**config.mk**
```make
export PLATFORM = sky130hd
export DESIGN_NAME = ram_fifo_ctrl4x8
export DESIGN_NICKNAME = d
export VERILOG_FILES = /design/src/rtl/ram_fifo_pkg.sv /design/src/rtl/ptr_ctr2.sv /design/src/rtl/ram_fifo_ctrl4x8.sv
export SDC_FILE = /design/constraint.sdc
export NUM_CORES = 1
export LEC_CHECK = 0
export CAP_MARGIN = 30
export CORE_MARGIN = 2
export CORE_UTILIZATION = 35
export DETAILED_ROUTE_END_ITERATION = 8
export DONT_BUFFER_PORTS = 1
export GPL_TIMING_DRIVEN = 1
export PLACE_DENSITY_LB_ADDON = 0.1
export SLEW_MARGIN = 20
export SYNTH_ARGS = -nofsm -noshare
export SYNTH_HDL_FRONTEND = slang
export SYNTH_HIERARCHICAL = 1
export SYNTH_SLANG_ARGS = --single-unit
```
**constraint.sdc**
```tcl
create_clock -name clk -period 2.5 [get_ports clk]
set_input_delay 0.75 -clock clk [delete_from_list [all_inputs] [get_ports clk]]
set_output_delay 0.75 -clock clk [all_outputs]
set_load 0.01 [all_outputs]
```
**src/rtl/ram_fifo_pkg.sv**
```systemverilog
// ===========================================================================
// ram_fifo_pkg : shared types/constants for the ram4x8 FIFO controller | rev 1.0
// ===========================================================================
`default_nettype none

package ram_fifo_pkg;

  typedef enum logic [1:0] {
    OP_IDLE  = 2'd0,
    OP_WRITE = 2'd1,
    OP_READ  = 2'd2
  } op_t;

  localparam int FIFO_WIDTH = 8;
  localparam int FIFO_DEPTH = 4;
  localparam int FIFO_AW    = 2;

endpackage

`default_nettype wire

```
**src/rtl/ptr_ctr2.sv**
```systemverilog
// ===========================================================================
// ptr_ctr2 : 2-bit wrapping pointer with increment enable, async clear | rev 1.0
// ===========================================================================
`default_nettype none

module ptr_ctr2
  import ram_fifo_pkg::*;
(
  input  logic               clk,
  input  logic               clear,
  input  logic               inc,
  output logic [FIFO_AW-1:0] q
);

  always_ff @(posedge clk or posedge clear) begin
    if (clear) begin
      q <= '0;
    end else if (inc) begin
      q <= q + FIFO_AW'(1);
    end
  end

endmodule

`default_nettype wire

```
**src/rtl/ram_fifo_ctrl4x8.sv**
```systemverilog
// ===========================================================================
// ram_fifo_ctrl4x8 : one-op-per-cycle FIFO controller in front of ram4x8;
// optional direct path to the output register via RAM_FIFO_BYPASS_EN | rev 1.0
// ===========================================================================
`default_nettype none

module ram_fifo_ctrl4x8
  import ram_fifo_pkg::*;
#(
  parameter int WIDTH = FIFO_WIDTH,
  parameter int DEPTH = FIFO_DEPTH
) (
  input  logic               clk,
  input  logic               clear,
  input  logic               in_valid,
  output logic               in_ready,
  input  logic [WIDTH-1:0]   in_data,
  output logic               out_valid,
  input  logic               out_ready,
  output logic [WIDTH-1:0]   out_data,
  output logic               ram_write,
  output logic [FIFO_AW-1:0] ram_addr,
  output logic [WIDTH-1:0]   ram_din,
  input  logic [WIDTH-1:0]   ram_dout,
  output logic [2:0]         count
);

  logic [FIFO_AW-1:0] wr_ptr;
  logic [FIFO_AW-1:0] rd_ptr;
  logic [2:0]         mem_count;
  logic               pri;
  op_t                op;
  logic               wr_elig;
  logic               rd_elig;
  logic               contend;
  logic               bypass;

  always_comb begin
    wr_elig = in_valid && (mem_count < 3'(DEPTH));
    rd_elig = (mem_count != 3'd0) && (!out_valid || out_ready);
    contend = wr_elig && rd_elig;
`ifdef RAM_FIFO_BYPASS_EN
    bypass  = in_valid && (mem_count == 3'd0) && (!out_valid || out_ready);
`else
    bypass  = 1'b0;
`endif
    op = OP_IDLE;
    if (bypass) begin
      op = OP_IDLE;
    end else if (contend) begin
      op = pri ? OP_WRITE : OP_READ;
    end else if (wr_elig) begin
      op = OP_WRITE;
    end else if (rd_elig) begin
      op = OP_READ;
    end
  end

  // RAM controls are forced quiet while clear is high so the RAM never latches a write.
  always_comb begin
    in_ready  = !clear && ((op == OP_WRITE) || bypass);
    ram_write = !clear && (op == OP_WRITE);
    ram_addr  = clear ? '0 : ((op == OP_WRITE) ? wr_ptr : rd_ptr);
    ram_din   = in_data;
    count     = mem_count + {2'b00, out_valid};
  end

  ptr_ctr2 u_wr_ptr (
    .clk   (clk),
    .clear (clear),
    .inc   (op == OP_WRITE),
    .q     (wr_ptr)
  );

  ptr_ctr2 u_rd_ptr (
    .clk   (clk),
    .clear (clear),
    .inc   (op == OP_READ),
    .q     (rd_ptr)
  );

  always_ff @(posedge clk or posedge clear) begin
    if (clear) begin
      mem_count <= 3'd0;
      pri       <= 1'b0;
      out_valid <= 1'b0;
      out_data  <= '0;
    end else begin
      case (op)
        OP_WRITE: mem_count <= mem_count + 3'd1;
        OP_READ:  mem_count <= mem_count - 3'd1;
        default:  mem_count <= mem_count;
      endcase
      if (contend) begin
        pri <= ~pri;
      end
      if (op == OP_READ) begin
        out_data  <= ram_dout;
        out_valid <= 1'b1;
      end else if (bypass) begin
        out_data  <= in_data;
        out_valid <= 1'b1;
      end else if (out_ready) begin
        out_valid <= 1'b0;
      end
    end
  end

endmodule

`default_nettype wire

```
### Yosys cells after proc, flatten, opt, wreduce, memory -nomap -nowiden

Cells that the tools add are included.

* register bits after elaboration: 17
* bits in latches: 0
* RAM bits: 0
* memory bits (read-only): 0
* input port bits: 20
* output and inout bits: 24
* memories kept: 0

* add/subtract/negate cells: 5
* multipliers: 0
* divide/modulo/power cells: 0
* order comparisons: 1
* equality and inequality tests: 2
* shift operators: 0
* multiplexer cells: 9
* bitwise logic cells: 1
* reductions and logical operators: 10

Operators by type and width (number)
* 2-to-1 mux 2 bit: 6
* one-hot mux 3 bit (2 select lines): 1
* adder 2 x 1 -> 2 bit (second input constant): 2
* logical AND 1 bit: 4
* nonzero test 2 bit: 2
* adder 3 x 1 -> 3 bit: 1
* adder 3 x 1 -> 3 bit (second input constant): 1
* < comparator 3 bit (second input constant): 1
* nonzero test 3 bit: 1
* subtractor 3 x 1 -> 3 bit (second input constant): 1
* equality test 2 x 1 -> 1 bit (second input constant): 1
* equality test 2 bit (second input constant): 1
* zero test 1 bit: 2
* 2-to-1 mux 1 bit: 2
* logical OR 1 bit: 1
* NOT 1 bit: 1

### Longest topological paths before layout

Gate-level depths: netlist (run 1).

* word-level depth: 9
* mapped depth: 10

### Cells and area by module

The synthesis (run 1) kept the hierarchy.

By module, submodules not included
* ram_fifo_ctrl4x8: times used 1, cells an instance 61, area an instance 753.2 µm², sequential area each 325.3 µm²
* ptr_ctr2: times used 2, cells an instance 6, area an instance 75.1 µm², sequential area each 50.0 µm²

### Worst setup path before layout (run 1)

No wires, ideal clock.

* path kind: input-to-output
* start: input out_ready
* end: output ram_write
* arrival time: 1.865 ns
* required time: 1.750 ns
* slack: -0.115 ns
* stages on the path: 6
* cells stage by stage: nand2b_1 o31ai_2 o21a_1 ha_1 nor2b_1 buf_4

* cells in the longest elaborated chain, start to end: 7
* elaborated cells between the ends (all ways): 8
* those cells by class: 1 x eq/ne; 3 x mux; 4 x reduce/logical

RTL lines
* start: declaration: RTL line ram_fifo_ctrl4x8.sv:19 `input logic out_ready,`
* logical OR 1 bit *: RTL line ram_fifo_ctrl4x8.sv:40 `rd_elig = (mem_count != 3'd0) && (!out_valid || out_ready);`
* logical AND 1 bit *: RTL line ram_fifo_ctrl4x8.sv:40
* 2-to-1 mux 2 bit: RTL line ram_fifo_ctrl4x8.sv:54 `end else if (rd_elig) begin`
* 2-to-1 mux 2 bit: RTL line ram_fifo_ctrl4x8.sv:52 `end else if (wr_elig) begin`
* 2-to-1 mux 2 bit *: RTL line ram_fifo_ctrl4x8.sv:50 `end else if (contend) begin`
* equality test 2 x 1 -> 1 bit *
* logical AND 1 bit *
* end: declaration: RTL line ram_fifo_ctrl4x8.sv:21 `output logic ram_write,`

Every way passes the cells marked *; elsewhere a longest branch is shown, timed or not.

### Worst setup path in the final report (run 1)

* start: input out_ready
* end: output ram_addr[1]

* cells in the longest elaborated chain, start to end: 8
* elaborated cells between the ends (all ways): 9
* those cells by class: 1 x eq/ne; 5 x mux; 3 x reduce/logical

RTL lines
* logical OR 1 bit *: RTL line ram_fifo_ctrl4x8.sv:40
* logical AND 1 bit *: RTL line ram_fifo_ctrl4x8.sv:40
* 2-to-1 mux 2 bit: RTL line ram_fifo_ctrl4x8.sv:54
* 2-to-1 mux 2 bit: RTL line ram_fifo_ctrl4x8.sv:52
* 2-to-1 mux 2 bit *: RTL line ram_fifo_ctrl4x8.sv:50
* equality test 2 x 1 -> 1 bit *: RTL line ram_fifo_ctrl4x8.sv:63 `ram_addr = clear ? '0 : ((op == OP_WRITE) ? wr_ptr : rd_ptr);`
* 2-to-1 mux 2 bit * (2 in series): RTL line ram_fifo_ctrl4x8.sv:63
* end: declaration: RTL line ram_fifo_ctrl4x8.sv:22 `output logic [FIFO_AW-1:0] ram_addr,`

Marked as above.

==> qor.yml, run 1 <==
hold_violations: 0
clk_pin_slew_ns: 0.10
synthArstFlopShare: 1.00
clockBufferDepth: 2
fmax_ghz: 0.407
synth_area_leaders: "dfrtp_1 47%, mux2_2 11%, ha_1 8.3%"
fin_crit_sh: 0.984
hp-class: "in2async"
slew_violations: 0
p_leak_nw: 0.429
drt_first_pass_iters: 2
grt.total_usage: 0.103
setup_tns_ns: 0
cts_hold_buf: 0
dp_slack_ns: 0.0292
p_int_w: 0.000905
syn_area_sq_um: 903
clockPowerShare: 0.099
num_vias: 499
yosysTopAreaCellShare: 0.471
placementRows: 18
p_comb_frac: 0.514
drt_iter0_drc: 2
wl_per_cell_microns: 13.4
maxCapViolCount: 0
grt_antenna_before_repair: 0
setup_ws_ns: 0.0403
worstSetupStartpointType: "input port"
die_y_microns: 54.8
vdd_drop_max_uv: 610
dp_cells: 98
path_max_fanout: 5
p_switching_w: 0.000587
ant_nets: 0
grt_pass1_vias: 476
n_fill_cell: 242
layoutNonFillerInstCount: 104
powerDensity_nw_per_um2: 1510
synth_most_common_cell: "dfrtp_1"
cts_root_buffer: "clkbuf_4"
seq_power_share: 0.387
ioPinCount: 44
multi_input_area_sq_um: 428
synth_common_cells: "17 x dfrtp_1, 9 x buf_4, 9 x mux2_2"
regArea_sq_um: 425
yosysTopAreaCell: "dfrtp_1"
ys_seq_area_frac: 0.471
die-area_sq_um: 3000
final_core_util: 0.402
die_x_microns: 54.8
area_growth_pct: 9.14
grt_max_degree: 14
crit_type: "in2out"
relSlewSlack: 0.668
cts_tree: "built"
ys.flop_type: "dfrtp_1"
required_ns: 1.75
start_util: 0.368
place_hpwl_microns: 1090
via_per_inst: 4.80
cts_max_level: 1
diodes: 0
synth-seq-cells: 17
drive_above_1_share: 0.365
grt_pass1_wl_microns: 2090
skew_ns: 0.00444
end_kind: "output pin"
crit_arrival_ns: 1.71
syn_avg_cell_area_sq_um: 12.4
port_buffers: 0
tightest_slew_ns: 0.497
fin_crit_ns: 2.46
synth_edf_count: 0
p_sw_frac: 0.393
status: "finished, final reports clean"
synthesis.nets: 99
numCtsBuffers: 3
core_sq_um: 2450
clkSinkCount: 17
rsz0062_at_grt: "true"
wirelength_microns: 1400
synth_cells: 73
gp_congestion: 0.715
drcViolationCount: 0
setup_viol_count_final: 0
overflow: 0
insertion_delay_ns: 0.29
fin_nets: 101
ys.warnings.count: 6
yosysUniqueCellTypes: 21
-- per-stage QoR --
step | instance area, sq um | total power, W | hold WS (ns)
after floorplan | 913 | 0.00114 | 0.444
after global placement | 916 | 0.00129 | 0.469
after detailed placement | 916 | 0.00130 | 0.482
after CTS | 952 | 0.00147 | 0.165
after global routing | 986 | 0.00162 | 0.165
final | 986 | 0.00149 | 0.182
-- cell families (layout without fill, tap and decap cells) --
family                     count (synthesis)  count (layout)  share of synthesized area
xor gates and xnor gates                   9               9                     0.0873
AOI/OAI and AO/OA                          7               7                     0.0651
DFF                                       17              17                      0.471
muxes                                     11              11                      0.134
buffers and inverters                     13              14                     0.0928
adders and majority gates                  6               6                     0.0831
and+or+nand+nor                           10              10                     0.0665
-- final timing paths --
kind | cells past startpoint | from | slack [ns] | end
max | 6 | out_ready | 0.04 | ram_addr[1]
min | 1 | clear | 0.18 | u_wr_ptr/q[0]
max reg2reg | 10 | mem_count[2] | 0.42 | mem_count[2]
min reg2reg | 1 | u_rd_ptr/q[1] | 0.49 | u_rd_ptr/q[1]
max in group asynchronous | 1 | clear | 1.81 | out_data[1]
min in group clk | 1 | u_rd_ptr/q[1] | 0.49 | u_rd_ptr/q[1]
-- layer usage --
layer,vias to the layer above,wire length [microns],GRT usage
met5,-,0,0
met4,0,9,0.0750
met3,4,89,0.0301
met2,16,715,0.161
met1,241,584,0.119
li1,238,-,-
-- power by group through the flow --
stage	clock network, W	registers, W	logic, W
floorplan	0	0.000581	0.000564
global route	0.000167	0.000603	0.000850
global placement	0	0.000579	0.000711
CTS	0.000158	0.000582	0.000734
finish	0.000147	0.000578	0.000767
detailed placement	0	0.000579	0.000725
-- critical path, cell delays in order --
cell	delay, ns
nand2b_1	0.17
o31ai_4	0.09
o21a_1	0.19
ha_4	0.18
mux2i_1	0.24
nor2_2	0.07
-- repair_timing --
item | 4_1_cts | 5_1_grt
endpoints found under the setup margin | 2 | 2
setup buffers | 0 | 2
pin swaps | 0 | 1
resized for setup | 1 | 4
-- sequential cells by signal, indices dropped and copies added (netlist names) --
register    flops
u_rd_ptr/q      2
out_valid       1
out_data        8
u_wr_ptr/q      2
pri             1
mem_count       3
-- final cells by class --
| cell class | count | share of cell area |
|---|---|---|
| Inverter | 3 | 0.0114 |
| Sequential cell | 17 | 0.431 |
| Multi-Input combinational cell | 43 | 0.434 |
| Timing Repair Buffer | 7 | 0.0571 |
| Clock buffer | 3 | 0.0228 |
| Tap cell | 30 | 0.0381 |
| Clock inverter | 1 | 0.00508 |
-- cells in the final DEF (no fill, tap or decap), types with 2 or more instances in the layout --
cell type and instances:
mux2_2 9, xor2_1 4, dfrtp_1 17, nand2b_1 2, nor2b_4 2, nand2_1 2
xnor2_1 5, nor2_2 2, ha_1 5, a21oi_1 2, mux2i_1 2, clkbuf_4 3
inv_1 3, buf_4 6
Note: power is estimated with default switching activity, not from simulation.
==> run 2: changes to the inputs <==
==> constraint.sdc (replaced) <==
create_clock -name clk -period 2.8 [get_ports clk]
set_input_delay 0.84 -clock clk [delete_from_list [all_inputs] [get_ports clk]]
set_output_delay 0.84 -clock clk [all_outputs]
set_load 0.01 [all_outputs]
==> run 2 against run 1 <==
Setup slack improved by 0.12 ns. Highest routed layer unchanged. Sequential share of layout area rose by 2.6 points. Clock skew decreased by 0.0022 ns. Final area decreased by 5.7%. Hold slack better by 0.095 ns. Core utilization shrank 2.3 points.
==> qor.yml, run 2 (synthesis results as in run 1) <==
grt_use_met3: 0.0683  # +0.0383
ioPinCount: 44  # unchanged
p_int_w: 0.000748  # -17%
largest_reg_flops: 8  # unchanged
cts_tree: "built"
p_sw_frac: 0.399  # +0.00546
final_common_cell: "dfrtp_1"
via_per_inst: 4.93  # +2.7%
p_leak_nw: 0.407  # -5.2%
crit_type: "in2out"
start_util: 0.368  # unchanged
tightest_slew_ns: 0.489  # -0.00813 ns
wirelength_microns: 1410  # +1.1%
hp-class: "in2async"
clockPowerShare: 0.102  # +0.003
maxCapViolCount: 0  # unchanged
top_register: "out_data"
drt_iter0_drc: 7  # +5
fin_crit_ns: 2.64
drcViolationCount: 0  # unchanged
clk_pin_slew_ns: 0.09  # about the same
grt_pass1_vias: 500  # +5.0%
place_hpwl_microns: 1120  # +2.7%
n_fill_cell: 253  # +4.5%
clkSinkCount: 17  # unchanged
powerDensity_nw_per_um2: 1340  # -12%
grt.busiest_layer: "met2"
path_max_fanout: 5  # unchanged
skew_ns: 0.00228  # -0.00216 ns
die_y_microns: 54.8  # unchanged
cts_root_buffer: "clkbuf_4"
slew_violations: 0  # unchanged
overflow: 0  # unchanged
drt_first_pass_iters: 3  # +1
p_comb_frac: 0.453  # -0.061
final_cell_mix: "17 x dfrtp_1, 9 x mux2_2, 5 x xnor2_1, 5 x ha_1, 4 x xor2_1"
worstSetupStartpointType: "input port"
required_ns: 1.96  # +0.21 ns
port_buffers: 0  # unchanged
dp_cells: 96  # -2.0%
diodes: 0  # unchanged
cts_setup_buffers: 0  # unchanged
grt_antenna_before_repair: 0  # unchanged
setup_viol_count_final: 0  # unchanged
fin_nets: 97  # -4.0%
grt.total_usage: 0.106  # +0.00316
area_growth_pct: 2.91
placementRows: 18  # unchanged
setup_tns_ns: 0  # unchanged
drive_above_1_share: 0.286  # -0.0792
vdd_drop_max_uv: 581  # -4.8%
die_x_microns: 54.8  # unchanged
use_met2: 0.163  # +0.00198
top_regs: "out_data: 8 flops, mem_count: 3 flops"
wl_per_cell_microns: 14.1  # +5.1%
grt_pass1_wl_microns: 2210  # +5.9%
end_kind: "output pin"
p_switching_w: 0.000496  # -15%
insertion_delay_ns: 0.28  # about the same
numCtsBuffers: 3  # unchanged
relSlewSlack: 0.674  # +0.00542
fin_crit_sh: 0.943
grt_max_degree: 14  # unchanged
cts_max_level: 1  # unchanged
fmax_ghz: 0.379
hold_violations: 0  # unchanged
crit_arrival_ns: 1.80  # +0.09 ns
layoutNonFillerInstCount: 100  # -3.8%
status: "finished, final reports clean"
rsz0062_at_grt: "false"
core_sq_um: 2450  # unchanged
seq_power_share: 0.445  # +0.058
clockBufferDepth: 2  # unchanged
num_vias: 493  # -1.2%
die-area_sq_um: 3000  # unchanged
grt_use_met1: 0.121  # +0.00272
gp_congestion: 0.650  # -9.0%
ant_nets: 0  # unchanged
## run 2: cell types whose count changed in the layout (fill, tap and decap cells not counted), sizes merged
| cell | delta |
|---|---|
| buf | -4 |
## run 2: power groups by stage
stage               Sequential [W]  Clock (W)  Combinational [W]
finish                    0.000553   0.000127           0.000564
global route              0.000575   0.000147           0.000648
CTS                       0.000551   0.000138           0.000566
detailed placement        0.000556          0           0.000561
global placement          0.000554          0           0.000558
floorplan                 0.000519          0           0.000495
## run 2: final cells by class
| cell class | count | area (sq um) | area share |
|---|---|---|---|
| flip-flops and latches | 17 | 425 | 0.458 |
| multi-input cells | 43 | 405 | 0.436 |
| well taps | 30 | 37.5 | 0.0404 |
| clock buffers | 3 | 22.5 | 0.0242 |
| repair buffers | 3 | 22.5 | 0.0242 |
| inverters | 3 | 11.3 | 0.0121 |
| clock inverters | 1 | 5.00 | 0.00538 |
## run 2: metrics by stage
step	setup WS (ns)	total power [W]	utilization	hold slack [ns]	instance area (sq um)
floorplan	0.00484	0.00101	-	0.444	903
global placement	0.126	0.00111	0.363	0.464	891
detailed placement	0.0948	0.00112	0.363	0.471	891
CTS	0.0406	0.00125	0.374	0.262	918
global route	0.0369	0.00137	0.379	0.262	930
finish	0.158	0.00124	0.379	0.277	930
## run 2: routing by layer
layer | vias up | wire (microns)
li1 | 228 | -
met1 | 230 | 587
met2 | 33 | 646
met3 | 2 | 174
met4 | 0 | 5
met5 | - | 0
## run 2: worst paths after layout
kind | slack (ns) | cells after the start | to | from
setup / recovery | 0.16 | 6 | ram_addr[1] | out_ready
hold / removal | 0.28 | 1 | u_wr_ptr/q[1] | clear
setup reg to reg | 0.66 | 8 | mem_count[2] | mem_count[2]
hold reg to reg | 0.48 | 1 | u_wr_ptr/q[1] | u_wr_ptr/q[1]
max in group asynchronous | 2.02 | 1 | out_valid | clear
min in group clk | 0.48 | 1 | u_wr_ptr/q[1] | u_wr_ptr/q[1]
## run 2: what timing repair did
action                     4_1_cts  5_1_grt
hold buffers                     0        0
gates resized for setup          0        2
setup endpoints to repair        0        4
## run 2: critical path, stage by stage
cell      delay, ns
nand2b_1       0.15
o31ai_4        0.10
o21a_1         0.18
ha_2           0.22
mux2i_1        0.12
nor2_1         0.18
